## src/rtl/keccak_unpadder.sv

```systemverilog
// Keccak pad10*1 receive-side unpadder.
// Non-final rate blocks pass straight through. The final block is buffered and
// scanned from its last word backwards to locate the 0x01 pad byte. Only message
// words are then re-emitted, with a byte count on the last one and a flag for
// malformed padding.
module keccak_unpadder #(
  parameter int unsigned IW = 64,  // word width, 64 or 128
  parameter int unsigned RW = 9,   // words per rate block
  parameter int unsigned BW = 4    // out_bytes width, must hold IW/8
) (
  input  logic          clk,
  input  logic          rst,
  input  logic [IW-1:0] in_data,
  input  logic          in_valid,
  input  logic          in_last_block,
  output logic          in_ready,
  output logic [IW-1:0] out_data,
  output logic          out_valid,
  input  logic          out_ready,
  output logic          out_last,
  output logic [BW-1:0] out_bytes,
  output logic          pad_err
);

  localparam int unsigned NB = IW / 8;
  localparam int unsigned CW = (RW > 1) ? $clog2(RW) : 1;
  localparam logic [CW-1:0] LastW = CW'(RW - 1);

  typedef enum logic [1:0] {StPass, StFill, StScan, StEmit} state_e;

  state_e        r_state, w_state_nxt;
  logic [CW-1:0] r_wcnt, w_wcnt_nxt;
  logic [CW-1:0] r_idx, w_idx_nxt;
  logic [CW-1:0] r_lastidx, w_lastidx_nxt;
  logic [CW-1:0] r_ecnt, w_ecnt_nxt;
  logic [BW-1:0] r_nbytes, w_nbytes_nxt;
  logic          r_err, w_err_nxt;
  logic [IW-1:0] r_buf [RW];
  logic          w_buf_we;

  logic [IW-1:0] w_eff;
  logic          w_eff_nz;
  logic [BW-1:0] w_p;
  logic [7:0]    w_pbyte;
  logic [IW-1:0] w_mask;
  logic          w_emit_last;

  // Scan datapath: effective word under idx and its least-significant nonzero byte.
  always_comb begin
    w_eff = r_buf[r_idx];
    // Final pad bit lives in bit 7 of the last word; strip it before searching.
    if (r_idx == LastW) w_eff[7] = 1'b0;
    w_eff_nz = |w_eff;
    w_p      = '0;
    w_pbyte  = '0;
    for (int i = 0; i < int'(NB); i++) begin
      if (w_eff[IW-1-8*i -: 8] != 8'h00) begin
        w_p     = BW'(i);
        w_pbyte = w_eff[IW-1-8*i -: 8];
      end
    end
  end

  // Byte mask keeping the first r_nbytes bytes (MSB-first) of the last word.
  always_comb begin
    w_mask = '0;
    for (int i = 0; i < int'(NB); i++) begin
      w_mask[IW-1-8*i -: 8] = (i < int'(r_nbytes)) ? 8'hFF : 8'h00;
    end
  end

  // Next-state, handshake and output decode.
  always_comb begin
    w_state_nxt   = r_state;
    w_wcnt_nxt    = r_wcnt;
    w_idx_nxt     = r_idx;
    w_lastidx_nxt = r_lastidx;
    w_ecnt_nxt    = r_ecnt;
    w_nbytes_nxt  = r_nbytes;
    w_err_nxt     = r_err;
    w_buf_we      = 1'b0;
    w_emit_last   = 1'b0;
    in_ready      = 1'b0;
    out_valid     = 1'b0;
    out_data      = '0;
    out_last      = 1'b0;
    out_bytes     = '0;
    pad_err       = 1'b0;

    unique case (r_state)
      StPass: begin
        if (r_wcnt == '0 && in_last_block) begin
          // Final block starts: swallow it into the buffer.
          in_ready = 1'b1;
          if (in_valid) begin
            w_buf_we    = 1'b1;
            w_wcnt_nxt  = CW'(1);
            w_state_nxt = StFill;
          end
        end else begin
          in_ready  = out_ready;
          out_valid = in_valid;
          // Idle outputs stay zero so the bus is quiet between words.
          if (in_valid) begin
            out_data  = in_data;
            out_bytes = BW'(NB);
          end
          if (in_valid && out_ready) begin
            w_wcnt_nxt = (r_wcnt == LastW) ? '0 : r_wcnt + 1'b1;
          end
        end
      end

      StFill: begin
        in_ready = 1'b1;
        if (in_valid) begin
          w_buf_we = 1'b1;
          if (r_wcnt == LastW) begin
            w_wcnt_nxt  = '0;
            w_idx_nxt   = LastW;
            w_state_nxt = StScan;
          end else begin
            w_wcnt_nxt = r_wcnt + 1'b1;
          end
        end
      end

      StScan: begin
        if (r_idx == LastW && !r_buf[LastW][7]) w_err_nxt = 1'b1;
        if (!w_eff_nz) begin
          if (r_idx == '0) begin
            // No marker anywhere: report an empty, erroneous message.
            w_err_nxt     = 1'b1;
            w_lastidx_nxt = '0;
            w_nbytes_nxt  = '0;
            w_ecnt_nxt    = '0;
            w_state_nxt   = StEmit;
          end else begin
            w_idx_nxt = r_idx - 1'b1;
          end
        end else begin
          if (w_pbyte != 8'h01) w_err_nxt = 1'b1;
          if (w_p != '0) begin
            w_lastidx_nxt = r_idx;
            w_nbytes_nxt  = w_p;
          end else if (r_idx != '0) begin
            // Marker opens a word: message ended on the previous word boundary.
            w_lastidx_nxt = r_idx - 1'b1;
            w_nbytes_nxt  = BW'(NB);
          end else begin
            w_lastidx_nxt = '0;
            w_nbytes_nxt  = '0;
          end
          w_ecnt_nxt  = '0;
          w_state_nxt = StEmit;
        end
      end

      StEmit: begin
        w_emit_last = (r_ecnt == r_lastidx);
        out_valid   = 1'b1;
        out_last    = w_emit_last;
        out_data    = w_emit_last ? (r_buf[r_ecnt] & w_mask) : r_buf[r_ecnt];
        out_bytes   = w_emit_last ? r_nbytes : BW'(NB);
        pad_err     = w_emit_last & r_err;
        if (out_ready) begin
          if (w_emit_last) begin
            w_wcnt_nxt  = '0;
            w_err_nxt   = 1'b0;
            w_state_nxt = StPass;
          end else begin
            w_ecnt_nxt = r_ecnt + 1'b1;
          end
        end
      end

      default: w_state_nxt = StPass;
    endcase
  end

  // Control state registers.
  always_ff @(posedge clk or posedge rst) begin
    if (rst) begin
      r_state   <= StPass;
      r_wcnt    <= '0;
      r_idx     <= '0;
      r_lastidx <= '0;
      r_ecnt    <= '0;
      r_nbytes  <= '0;
      r_err     <= 1'b0;
    end else begin
      r_state   <= w_state_nxt;
      r_wcnt    <= w_wcnt_nxt;
      r_idx     <= w_idx_nxt;
      r_lastidx <= w_lastidx_nxt;
      r_ecnt    <= w_ecnt_nxt;
      r_nbytes  <= w_nbytes_nxt;
      r_err     <= w_err_nxt;
    end
  end

  // Final-block buffer, written at the current word position.
  always_ff @(posedge clk or posedge rst) begin
    if (rst) begin
      for (int i = 0; i < int'(RW); i++) r_buf[i] <= '0;
    end else if (w_buf_we) begin
      r_buf[r_wcnt] <= in_data;
    end
  end

endmodule

```

## config.mk

```make
export PLATFORM = sky130hd
export DESIGN_NAME = keccak_unpadder
export DESIGN_NICKNAME = d
export VERILOG_FILES = /design/src/rtl/keccak_unpadder.sv
export SDC_FILE = /design/constraint.sdc
export NUM_CORES = 1
export LEC_CHECK = 0
export ABC_CLOCK_PERIOD_IN_PS = 26400
export CORE_AREA = 2 2 255 257
export CTS_BUF_LIST = sky130_fd_sc_hd__clkbuf_4
export CTS_CLUSTER_SIZE = 30
export DETAILED_ROUTE_END_ITERATION = 6
export DIE_AREA = 0 0 257 259
export GPL_ROUTABILITY_DRIVEN = 0
export GPL_TIMING_DRIVEN = 0
export HOLD_SLACK_MARGIN = 0.08
export PLACE_DENSITY = 0.68
export SETUP_SLACK_MARGIN = 0.02
export SLEW_MARGIN = 25
export SYNTH_ARGS = -nofsm -noshare
export SYNTH_HDL_FRONTEND = slang
export SYNTH_SLANG_ARGS = --single-unit
```

## constraint.sdc

```tcl
create_clock -name clk -period 26.4 [get_ports clk]
set_input_delay 3.96 -clock clk [delete_from_list [all_inputs] [get_ports clk]]
set_output_delay 3.96 -clock clk [all_outputs]
set_load 0.01 [all_outputs]
```

# == Word level (Yosys, flattened, before mapping) ==
# Cells that the tools add are included.
# word_totals
inputBits,69
word_cells,174
register_bits,599
output_inout_bits,72
# op_classes
bitwise,5
reduce_logical,29
eq_ne,19
n_lt_le_gt_ge,12
n_addsub,3
muxes,90
# ops
operator,count
bitwise mux 576 bit,1
binary-select mux 64 bit (select 4 bit),2
two-way mux 64 bit,8
demux 64 bit (select 4 bit),1
two-way mux 8 bit,16
case mux 64 bit (2 select lines),1
two-way mux 4 bit,30
AND 64 bit,1
nonzero test 8 bit,8
OR reduction 64 bit,1
case mux 4 bit (2 select lines),3
inequality test 2 bit (second input constant),9
< comparator 3 x 4 -> 1 bit (first input constant),4
two-way mux 2 bit,8
greater-or-equal comparator 5 bit (second input constant),3
NOT 4 -> 5 bit,3
two-way mux 1 bit,14
case mux 4 bit (3 select lines),1
inequality test 3 bit (second input constant),3
adder 4 x 1 -> 4 bit (second input constant),2
equality test 4 bit (second input constant),2
logical NOT 4 bit,2
< comparator 1 x 4 -> 1 bit (first input constant),2
< comparator 2 x 4 -> 1 bit (first input constant),2
other kinds (21),31

# == Logic depth before layout (Yosys ltp) ==
# logic_depth
word_depth,17
depth_mapped,15
mapped_depth_nobuf,11

# == Worst setup path before layout ==
# OpenSTA, ideal clock, no wires.
# synth_path
path_type,input port to output port
startpoint,in in_last_block
endpoint,out out_data[17]
required_ns,22.440
n_path_buf,2
setup_slack_ns,17.354
arrival_time_ns,5.086
stages,6
cell_sequence,nand3b_1 -> and3_1 -> clkbuf_1 -> clkbuf_1 -> a22oi_1 -> nor2_1
# synth_between
elab_chain_len,3
# synth_rtl
element,line_no,text
"start, declared",15,"input logic in_last_block,"
logical AND 1 bit,92,if (r_wcnt == '0 && in_last_block) begin
two-way mux 64 bit,92,
case mux 64 bit (2 select lines),90,unique case (r_state)
"end, declared",17,"output logic [IW-1:0] out_data,"
# No other way between the ends.

# == Worst setup path in the final report ==
# layout_path
startpoint,in in_last_block
endpoint,out out_data[33]
# Same word-level chain as after synthesis.

==> flow_summary.yaml <==
power:
  power_density_nw_per_um2: 121
  leakage_nw: 16.1
  ir_drop_mv: 0.0570
critical_path:
  timing.critical_path.from_type: "input port"
  reg2reg_depth: 15
  worstPathCellList: "clkdlybuf4s50_1 > nand3b_1 > and3_1 > clkbuf_1 > clkbuf_1 > a22oi_1 > nor2_1 > clkdlybuf4s50_1"
  timing.critical_path.fanout_max: 10
  timing.critical_path.arrival_ns: 7.71
  critPathRequiredTime_ns: 22.44
  slowest_delay_ns: 0.94
  timing.setup.critical_path_class: "input port to output pin"
  cp-end-kind: "output pin"
  timing.critical_path.slowest_stage_cell: "sky130_fd_sc_hd__clkbuf_1"
clocking:
  cts_hold_buf: 0
  cts-htree-levels: 4
  cts_tree: "done"
  ctsLongestPathBuffers: 3
  cts-root-buf: "sky130_fd_sc_hd__clkbuf_4"
  clk-insertion-delay-late_ns: 1.11
  numClockSinks: 599
  postCtsResizedCells: 0
  cts_setup_buffers: 0
  worst_setup_hold_path_clk_slew_ns: 0.06
  number_of_buffers_created_by_cts: 163
detailed_routing:
  drt_iter0_markers: 3337
  wire_per_inst_um: 31.1
  via_count: 25700
  avgViaCountPerCell: 6.74
  finalWirelength_um: 119000
  drt_first_pass_iters: 7
  drc: 1
  detail-route-antenna-nets: 0
worst_hold_path:
  worst_hold_path_type: "flip-flop to flip-flop"
  hold-path-cell-count: 2
logic_synthesis:
  synth_most_common_cell: "sky130_fd_sc_hd__dfrtp_1"
  syn-cell-area_um2: 31700
  synth_cells: 2581
  synth_largest_type_area_fraction: 0.472
  yosys-top-cells-area: "sky130_fd_sc_hd__dfrtp_1 (47%), sky130_fd_sc_hd__mux2_2 (19%), sky130_fd_sc_hd__mux4_2 (11%), sky130_fd_sc_hd__nand2_1 (3.6%), sky130_fd_sc_hd__mux2i_1 (2.9%)"
  async_reset_ff_frac: 1.00
  mappedNetlistNets: 2661
  post_synthesis_sequential_element_count: 599
  synth.yosys.seq_area_share: 0.472
  yosys_warnings: 0
  synthFlopType: "sky130_fd_sc_hd__dfrtp_1"
  synth.avg_cell_area_um2: 12.3
  synth_edf_count: 0
  synth_largest_area_cell: "sky130_fd_sc_hd__dfrtp_1"
  post_synth_num_cell_types: 86
  yosys-top-cells-count: "sky130_fd_sc_hd__dfrtp_1 (599), sky130_fd_sc_hd__mux2_2 (528), sky130_fd_sc_hd__nand2_1 (308)"
finish:
  fill_cells: 5352
  area_growth_syn_to_layout_pct: 13.2
  finalNetCount: 2909
  post-route-cell-area_um2: 35900
  final_layout_size_suffix_gt1_frac: 0.368
  finalNonFillerCells: 3816
timing:
  layout_min_cycle_time_ns: 11.67
  final.setup_skew_ns: 0.103
  maxSlewHeadroom: 0.183
  worstMarginPinSlew_ns: 1.23
  hold-worst-slack_ns: 0.503
  fraction_of_the_cycle_the_final_worst_path_needs: 0.442
  hold_viol_final: 0
  fmaxAchievable_mhz: 85.7
  report.final.setup_viol: 0
  grt_setup_unrepaired: "false"
  post-route-worst-setup-slack_ns: 14.73
  final_max_slew_viol_count: 0
  setup_tns_ns: 0
floorplanning:
  top_level_ports: 141
  die_width_um: 257
  design.core.area_um2: 63900
  die_area_um2: 66600
  floorplan.die.height_um: 259
  core.rowCount: 93
  starting_density: 0.497
outcome:
  failed_checks: "design-rule violations"
  outcome: "complete, but fails checks"
global_route:
  grtUsageTotal: 0.357
  grt_max_degree: 107
  gr-total-overflow: 0
  grt_antenna_before_repair: 12
  first_pass_grt_wire_length_um: 172000
  grt_pass1_vias: 25800
placed_design:
  dpl.hpwl_um: 80700
  dp_slack_ns: 15.00
  post-place-cells: 3519
  placement.cell_area_um2: 33800
  portBuffers: 76
flow_run:
  maxCapViolations: 0
[final cells by class]
| cell class | count | area, um^2 | area share |
|---|---|---|---|
| Tap cell | 855 | 1070 | 0.0298 |
| Inverter | 17 | 71.3 | 0.00199 |
| Sequential cell | 599 | 15000 | 0.418 |
| Antenna cell | 7 | 17.5 | 0.000488 |
| Clock inverter | 62 | 367 | 0.0102 |
| Clock buffer | 228 | 1710 | 0.0477 |
| Buffer | 241 | 1220 | 0.0339 |
| Timing Repair Buffer | 83 | 933 | 0.0260 |
| Multi-Input combinational cell | 1724 | 15500 | 0.432 |
[layer usage]
| metal | global-route usage | part of all wire | vias to the layer above |
|---|---|---|---|
| li1 | - | - | 10100 |
| met2 | 0.533 | 0.44 | 2083 |
| met1 | 0.438 | 0.36 | 12900 |
| met4 | 0.249 | 0.075 | 8 |
| met3 | 0.120 | 0.13 | 553 |
| met5 | 0 | 0.00051 | - |
[flip-flops by register name, indices dropped and copies added, names as in the netlist]
name	count
r_idx	4
r_buf	576
r_state	2
r_lastidx	4
r_wcnt	4
r_nbytes	4
r_ecnt	4
r_err	1
[cell families after synthesis]
| group | count (synthesis) | share of synthesized area |
|---|---|---|
| AOI/OAI and AO/OA | 328 | 0.0710 |
| buffers and inverters | 258 | 0.0388 |
| adders and majority gates | 11 | 0.00434 |
| DFF | 599 | 0.472 |
| xor gates and xnor gates | 4 | 0.00110 |
| muxes | 771 | 0.324 |
| and+or+nand+nor | 610 | 0.0888 |
[metrics by stage]
stage,util,power [mW]
4_1_cts,0.562,4.28
2_1_floorplan,-,2.69
3_3_place_gp,0.525,3.35
5_1_grt,0.562,4.52
6_report,0.562,4.36
3_5_place_dp,0.529,3.42
[worst max-delay path: cells and delay by family]
kind,cells,cell delay [ns]
buf+inv,4,2.75
compound gates,1,0.23
simple gates,3,0.75
[power breakdown]
part           total [mW]  internal, mW  leakage, nW  switching, mW
registers            1.57          1.27         7.96          0.299
logic                1.93         0.845         6.92           1.09
clock network       0.858         0.431         1.22          0.427
total                4.36          2.55         16.1           1.81
[cell usage in the layout (no fill, tap or decap), types with 9 or more instances in the layout]
master	count
sky130_fd_sc_hd__o21ai_0	93
sky130_fd_sc_hd__nor4_1	44
sky130_fd_sc_hd__nand2_1	308
sky130_fd_sc_hd__mux2i_1	91
sky130_fd_sc_hd__dfrtp_1	599
sky130_fd_sc_hd__and3_1	9
sky130_fd_sc_hd__nor3_1	33
sky130_fd_sc_hd__a21oi_1	34
sky130_fd_sc_hd__or3_1	9
sky130_fd_sc_hd__nand3_1	12
sky130_fd_sc_hd__buf_4	52
sky130_fd_sc_hd__nor2b_1	11
sky130_fd_sc_hd__or4_1	11
sky130_fd_sc_hd__mux4_2	150
sky130_fd_sc_hd__inv_1	14
sky130_fd_sc_hd__and2_1	9
sky130_fd_sc_hd__clkbuf_2	25
sky130_fd_sc_hd__o31ai_1	9
sky130_fd_sc_hd__clkdlybuf4s50_1	76
sky130_fd_sc_hd__clkinv_1	39
sky130_fd_sc_hd__a211oi_1	10
sky130_fd_sc_hd__ha_1	11
sky130_fd_sc_hd__a22oi_1	74
sky130_fd_sc_hd__mux2_2	528
sky130_fd_sc_hd__clkbuf_4	228
sky130_fd_sc_hd__nor2_1	117
sky130_fd_sc_hd__buf_2	37
sky130_fd_sc_hd__clkbuf_1	114
[path summary, 6_finish.rpt]
check	end	slack (ns)	startpoint
max	out_data[33]	14.73	in_last_block
max reg2reg	r_err	21.11	r_idx[1]
max in group asynchronous	r_buf[244]	21.29	rst
min	r_buf[63]	0.50	r_buf[63]
min reg2reg	r_buf[63]	0.50	r_buf[63]
min in group asynchronous	r_buf[233]	3.42	rst
Note: power is estimated with default switching activity, not from simulation.
